<file path="src/rtl/div_pkg.sv">
// Shared types for the divider issue controller: tracking-pipeline entry and
// response record. Field widths come from the package defaults below; the
// controller's WIDTH/TAG_W parameters must match them.
package div_pkg;

  localparam int DIV_LATENCY_DEFAULT = 16;
  localparam int DIV_WIDTH_DEFAULT   = 32;
  localparam int DIV_TAG_W_DEFAULT   = 8;

  // One in-flight request, travelling alongside the divider's internal pipe.
  typedef struct packed {
    logic                         valid;
    logic [DIV_TAG_W_DEFAULT-1:0] tag;
    logic                         dbz;
    logic                         dividend_sign;
    logic [DIV_WIDTH_DEFAULT-1:0] dividend;
  } trk_t;

  // Finished result as stored in the response FIFO.
  typedef struct packed {
    logic [DIV_WIDTH_DEFAULT-1:0] quotient;
    logic [DIV_WIDTH_DEFAULT-1:0] remainder;
    logic [DIV_TAG_W_DEFAULT-1:0] tag;
    logic                         dbz;
  } rsp_t;

endpackage

</file>
<file path="src/rtl/resp_fifo.sv">
// Synchronous response FIFO. Pointers carry one extra wrap bit so full and
// empty are distinguished without a separate flag. Storage is not reset.
module resp_fifo
  import div_pkg::*;
#(
  parameter int DEPTH = 32
) (
  input  logic                     clk_i,
  input  logic                     rst_ni,
  input  logic                     wr_en_i,
  input  rsp_t                     wr_data_i,
  input  logic                     rd_en_i,
  output rsp_t                     rd_data_o,
  output logic                     full_o,
  output logic                     empty_o,
  output logic [$clog2(DEPTH):0]   count_o
);

  localparam int AW = $clog2(DEPTH);
  localparam int PW = AW + 1;

  rsp_t          mem_q [DEPTH];
  logic [PW-1:0] wr_ptr_q, wr_ptr_d;
  logic [PW-1:0] rd_ptr_q, rd_ptr_d;
  logic          do_wr, do_rd;

  assign count_o   = wr_ptr_q - rd_ptr_q;
  assign full_o    = (count_o == PW'(DEPTH));
  assign empty_o   = (count_o == '0);
  assign do_wr     = wr_en_i & ~full_o;
  assign do_rd     = rd_en_i & ~empty_o;
  assign rd_data_o = mem_q[rd_ptr_q[AW-1:0]];

  // Pointer advance for accepted writes and reads.
  always_comb begin
    wr_ptr_d = wr_ptr_q;
    rd_ptr_d = rd_ptr_q;
    if (do_wr) wr_ptr_d = wr_ptr_q + PW'(1);
    if (do_rd) rd_ptr_d = rd_ptr_q + PW'(1);
  end

  // Pointer registers; cleared on reset so the FIFO starts empty.
  always_ff @(posedge clk_i or negedge rst_ni) begin
    if (!rst_ni) begin
      wr_ptr_q <= '0;
      rd_ptr_q <= '0;
    end else begin
      wr_ptr_q <= wr_ptr_d;
      rd_ptr_q <= rd_ptr_d;
    end
  end

  // Entry storage, written at the tail.
  always_ff @(posedge clk_i) begin
    if (do_wr) mem_q[wr_ptr_q[AW-1:0]] <= wr_data_i;
  end

endmodule

</file>
<file path="src/rtl/div_issue_ctrl.sv">
// Issue controller around the pipelined signed divider. Requests are accepted
// against a credit count covering both in-flight work and buffered results,
// so the non-stallable divider can never overrun the response FIFO.
module div_issue_ctrl
  import div_pkg::*;
#(
  parameter int WIDTH       = DIV_WIDTH_DEFAULT,
  parameter int TAG_W       = DIV_TAG_W_DEFAULT,
  parameter int DIV_LATENCY = DIV_LATENCY_DEFAULT,
  parameter int FIFO_DEPTH  = 32
) (
  input  logic                    clk_in,
  input  logic                    rst_n_in,
  input  logic                    req_valid_in,
  output logic                    req_ready_out,
  input  logic signed [WIDTH-1:0] req_dividend_in,
  input  logic signed [WIDTH-1:0] req_divisor_in,
  input  logic        [TAG_W-1:0] req_tag_in,
  output logic                    div_valid_out,
  output logic signed [WIDTH-1:0] div_dividend_out,
  output logic signed [WIDTH-1:0] div_divisor_out,
  input  logic                    div_valid_in,
  input  logic signed [WIDTH-1:0] div_quotient_in,
  input  logic        [WIDTH-1:0] div_remainder_in,
  output logic                    rsp_valid_out,
  input  logic                    rsp_ready_in,
  output logic signed [WIDTH-1:0] rsp_quotient_out,
  output logic signed [WIDTH-1:0] rsp_remainder_out,
  output logic        [TAG_W-1:0] rsp_tag_out,
  output logic                    rsp_dbz_out,
  output logic                    err_out
);

  localparam int CRED_W = $clog2(FIFO_DEPTH + 1);
  localparam int BLNK_W = $clog2(DIV_LATENCY + 1);

  logic              accept, pop;
  logic              req_ready_q, req_ready_d;
  logic [CRED_W-1:0] credits_q, credits_d;
  logic [BLNK_W-1:0] blank_q, blank_d;
  logic              err_q, err_d;
  logic              req_dbz;

  trk_t              trk_q [DIV_LATENCY];
  trk_t              trk_in, trk_tail;

  rsp_t              fifo_wdata, fifo_rdata;
  logic              fifo_wr, fifo_full, fifo_empty;
  logic [$clog2(FIFO_DEPTH):0] fifo_cnt;
  logic              unused_fifo_cnt;

  assign req_ready_out = req_ready_q;
  assign accept        = req_valid_in & req_ready_q;
  assign pop           = rsp_valid_out & rsp_ready_in;
  assign req_dbz       = (req_divisor_in == '0);
  assign err_out       = err_q;

  // Issue path: a zero divisor is replaced by 0/1 so the slot is still used
  // and the result stays in order; operands are zero when idle.
  always_comb begin
    div_valid_out    = accept;
    div_dividend_out = '0;
    div_divisor_out  = '0;
    if (accept) begin
      if (req_dbz) begin
        div_dividend_out = '0;
        div_divisor_out  = WIDTH'(1);
      end else begin
        div_dividend_out = req_dividend_in;
        div_divisor_out  = req_divisor_in;
      end
    end
  end

  // Entry loaded into stage 0 of the tracking pipeline on accept.
  always_comb begin
    trk_in               = '0;
    trk_in.valid         = accept;
    trk_in.tag           = req_tag_in;
    trk_in.dbz           = req_dbz;
    trk_in.dividend_sign = req_dividend_in[WIDTH-1];
    trk_in.dividend      = req_dividend_in;
  end

  // Tracking pipeline, same depth as the divider; only the valid bits reset.
  always_ff @(posedge clk_in or negedge rst_n_in) begin
    if (!rst_n_in) begin
      for (int i = 0; i < DIV_LATENCY; i++) trk_q[i].valid <= 1'b0;
    end else begin
      trk_q[0] <= trk_in;
      for (int i = 1; i < DIV_LATENCY; i++) trk_q[i] <= trk_q[i-1];
    end
  end

  assign trk_tail = trk_q[DIV_LATENCY-1];

  // Credit bookkeeping and registered ready. The blanking counter masks the
  // divider's output for DIV_LATENCY cycles after reset: the divider is not
  // reset and keeps draining work issued before it, which the now-empty
  // tracking pipeline no longer expects.
  always_comb begin
    credits_d = credits_q;
    case ({accept, pop})
      2'b10:   credits_d = credits_q + CRED_W'(1);
      2'b01:   credits_d = credits_q - CRED_W'(1);
      default: credits_d = credits_q;
    endcase
    req_ready_d = (credits_d < CRED_W'(FIFO_DEPTH));
    blank_d     = (blank_q != '0) ? blank_q - BLNK_W'(1) : blank_q;
    err_d       = err_q | ((blank_q == '0) & (trk_tail.valid != div_valid_in));
  end

  // Control registers: credits, ready, post-reset blanking and sticky error.
  always_ff @(posedge clk_in or negedge rst_n_in) begin
    if (!rst_n_in) begin
      credits_q   <= '0;
      req_ready_q <= 1'b0;
      blank_q     <= BLNK_W'(DIV_LATENCY);
      err_q       <= 1'b0;
    end else begin
      credits_q   <= credits_d;
      req_ready_q <= req_ready_d;
      blank_q     <= blank_d;
      err_q       <= err_d;
    end
  end

  // Result formation at the pipeline tail: divide-by-zero returns the
  // original dividend, otherwise the remainder magnitude takes the
  // dividend's sign.
  always_comb begin
    fifo_wr    = trk_tail.valid;
    fifo_wdata = '0;
    fifo_wdata.tag = trk_tail.tag;
    if (trk_tail.dbz) begin
      fifo_wdata.quotient  = '0;
      fifo_wdata.remainder = trk_tail.dividend;
      fifo_wdata.dbz       = 1'b1;
    end else begin
      fifo_wdata.quotient  = div_quotient_in;
      fifo_wdata.remainder = trk_tail.dividend_sign ? -div_remainder_in
                                                    : div_remainder_in;
      fifo_wdata.dbz       = 1'b0;
    end
  end

  resp_fifo #(
    .DEPTH (FIFO_DEPTH)
  ) u_fifo (
    .clk_i     (clk_in),
    .rst_ni    (rst_n_in),
    .wr_en_i   (fifo_wr),
    .wr_data_i (fifo_wdata),
    .rd_en_i   (pop),
    .rd_data_o (fifo_rdata),
    .full_o    (fifo_full),
    .empty_o   (fifo_empty),
    .count_o   (fifo_cnt)
  );

  assign unused_fifo_cnt   = ^fifo_cnt;
  assign rsp_valid_out     = ~fifo_empty;
  assign rsp_quotient_out  = fifo_rdata.quotient;
  assign rsp_remainder_out = fifo_rdata.remainder;
  assign rsp_tag_out       = fifo_rdata.tag;
  assign rsp_dbz_out       = fifo_rdata.dbz;

endmodule

</file>
<file path="config.mk">
export PLATFORM = sky130hd
export DESIGN_NAME = div_issue_ctrl
export DESIGN_NICKNAME = d
export VERILOG_FILES = /design/src/rtl/div_pkg.sv /design/src/rtl/resp_fifo.sv /design/src/rtl/div_issue_ctrl.sv
export SDC_FILE = /design/constraint.sdc
export NUM_CORES = 2
export LEC_CHECK = 0
export CORE_AREA = 2 2 357 713
export CTS_CLUSTER_DIAMETER = 100
export DETAILED_ROUTE_END_ITERATION = 12
export DIE_AREA = 0 0 359 715
export PLACE_DENSITY = 0.63
export SYNTH_ARGS = -nofsm -noshare
export SYNTH_HDL_FRONTEND = slang
export SYNTH_HIERARCHICAL = 1
export SYNTH_SLANG_ARGS = --single-unit
</file>
<file path="constraint.sdc">
create_clock -name clk_in -period 8.9 [get_ports clk_in]
set_clock_uncertainty 0.1 [all_clocks]
set_input_delay 2.225 -clock clk_in [delete_from_list [all_inputs] [get_ports clk_in]]
set_output_delay 2.225 -clock clk_in [all_outputs]
set_load 0.02 [all_outputs]
</file>
==> metrics.md <==
| Metric | Value |
|---|---|
| Largest net degree at the start of global routing | 206 |
| Number of port buffers | 281 |
| Die width | 359 um |
| Reg clk slew, reported paths | 60 ps |
| Period utilization | 83.1% |
| Hold Crit Class | reg -> reg |
| Root Driver | clkbuf_16 |
| Final setup fails | 0 |
| Vias/cell | 5.81 |
| Worst Tran Pin Value | 1290 ps |
| P per Cell Area | 300 nW/um2 |
| Post-Syn Nets | 5023 |
| Cts bufs inserted | 273 |
| Crit path max fanout | 48 |
| CTS tree | done |
| Slew margin rel. | 14.1% |
| Sequential power share | 43.6% |
| Final wirelength | 260000 um |
| Initial Util | 44.7% |
| Worst Setup Start Kind | flop |
| Hold Path Cell Cnt | 0 |
| # DRC | 0 |
| Postcts setup bufs | 0 |
| Max-Cap Viols | 0 |
| Layout cells sized above 1 | 23.1% |
| DP Cell Count | 8323 |
| YS warnings | 6 |
| Final Hold Vio Count | 0 |
| Initial antenna violation count | 7 |
| Crit path capture type | output port |
| Hold Slack | 248 ps |
| Synth Instances | 4864 |
| Post-route insts no fill | 8788 |
| Post-layout util | 51.1% |
| 1st-pass router iterations | 7 |
| Final WS setup | 1510 ps |
| Combinational power share | 26.6% |
| I/O pin total | 282 |
| Placement Setup Slack | 2080 ps |
| Critical Path AT | 5070 ps |
| Reg2reg setup slack | 2950 ps |
| Net Sw Frac | 28.4% |
| Drt wl/cell | 29.6 um |
| Routed vias | 51100 |
| Vias in the first global route | 53300 |
| DRT iter0 DRCs | 5639 |
| CTS max path bufs | 4 |
| Leak Pwr | 41.2 nW |
| Hold_buf cts | 0 |
| Gpl congestion | 0.823 |
| Worst VDD drop | 0.357 mV |
| Nets | 5470 |
| Synthesized area | 113000 um2 |
| Die height | 715 um |
| Slew Viols, Final | 0 |
| Die area | 257000 um2 |
| Clock network fraction of total power | 29.8% |
| GRT Util Overall | 20.2% |
| F_max | 135 MHz |
| H-tree depth | 5 |
| Later-pin clock latency in the skew report | 840 ps |
| Core area | 252000 um2 |
| Status | finished clean |
| Post-DRT Antenna Nets | 0 |
| Avg Inst Size Synth | 23.2 um2 |
| # clock sinks | 3033 |
| Switch Pwr | 11.0 mW |
| Wire length of the first global-routing pass | 373000 um |
| Final min period | 7390 ps |
| Cell Rows | 261 |
| Dpl hpwl | 132000 um |
| Internal power | 27.7 mW |
| Setup_tns | 0 ps |
| P&R area growth vs syn | 14.3% |
| Data required time of the critical path | 6580 ps |
| Grt ovf | 0 |
| Critical path class | reg -> out |
| RSZ-0062 raised after global routing | false |
| R2R depth | 9 |
| PostCTS Resize Cnt | 0 |
==> worst max-delay path, stage by stage (launching register included) <==
cell             delay [ps]
dfrtp_4                 980
buf_4                   670
buf_4                   700
mux4_2                  330
mux2i_1                 100
mux4_2                  510
inv_1                   220
clkdlybuf4s50_1         670
==> per-stage QoR <==
step	total power, mW	instance area, um2
6_report	38.7	129000
5_1_grt	40.1	129000
4_1_cts	39.0	129000
3_5_place_dp	27.6	120000
3_3_place_gp	27.4	120000
2_1_floorplan	24.0	113000
==> placed cells by master (no fill, tap or decap), drive strengths merged, types with 4 or more instances in the layout <==
master            n
edfxtp         2992
mux4            660
clkbuf          326
clkdlybuf4s50   280
nand2           171
nor2            162
mux2i           133
buf             121
o21ai           111
clkinv           88
inv              57
nand3            47
dfrtp            40
nor2b            36
and3             34
and2             34
xor2             33
bufinv           24
xnor2            22
ha               17
clkinvlp         14
nor4             12
o41ai            11
or3              10
o31ai             8
mux2              7
nor3              6
a21oi             5
or4               4
or2               4
==> state kept, by name (all words and copies together) (netlist names), named ones only <==
| signal | flops |
|---|---|
| u_fifo/mem_q | 2336 |
| trk_q | 663 |
| fifo_wdata | 8 |
| u_fifo/rd_ptr_q | 6 |
| u_fifo/wr_ptr_q | 6 |
| blank_q | 5 |
| credits_q | 5 |
| err_out | 1 |
| fifo_wr | 1 |
| req_ready_out | 1 |
==> worst paths after layout <==
kind                                    startpoint                   end
worst max-delay path            u_fifo/rd_ptr_q[2]   rsp_quotient_out[1]
worst min-delay path                    trk_q[515]            trk_q[472]
worst max register to register  u_fifo/rd_ptr_q[2]  u_fifo/mem_q[10][28]
worst min register to register          trk_q[515]            trk_q[472]
max in group asynchronous                 rst_n_in            blank_q[3]
min in group asynchronous                 rst_n_in    u_fifo/rd_ptr_q[4]
==> per-layer routing <==
layer / wire length (um) / GRT usage, %
met1: 102000 / 26.4
met2: 134000 / 35.5
met3: 16800 / 2.81
met4: 6580 / 5.49
met5: 25 / 0
==> power groups by stage <==
stage	Combinational [mW]	Sequential (mW)	Clock, mW
global route	10.9	16.9	12.3
detailed placement	10.4	17.2	0
CTS	10.4	16.9	11.8
floorplan	7.11	16.9	0
finish	10.3	16.9	11.5
global placement	10.2	17.1	0
==> final cells by class <==
class                           instances  area (um2)
Timing Repair Buffer                  401        4140
Multi-Input combinational cell       1556       20800
Antenna cell                            2        5.00
Inverter                               46         188
Sequential cell                      3033       90900
Clock inverter                        137        1350
Tap cell                             3287        4110
Clock buffer                          326        7230
Fill cell                           19200      123000
No activity file was read; power rests on OpenSTA's default activity.
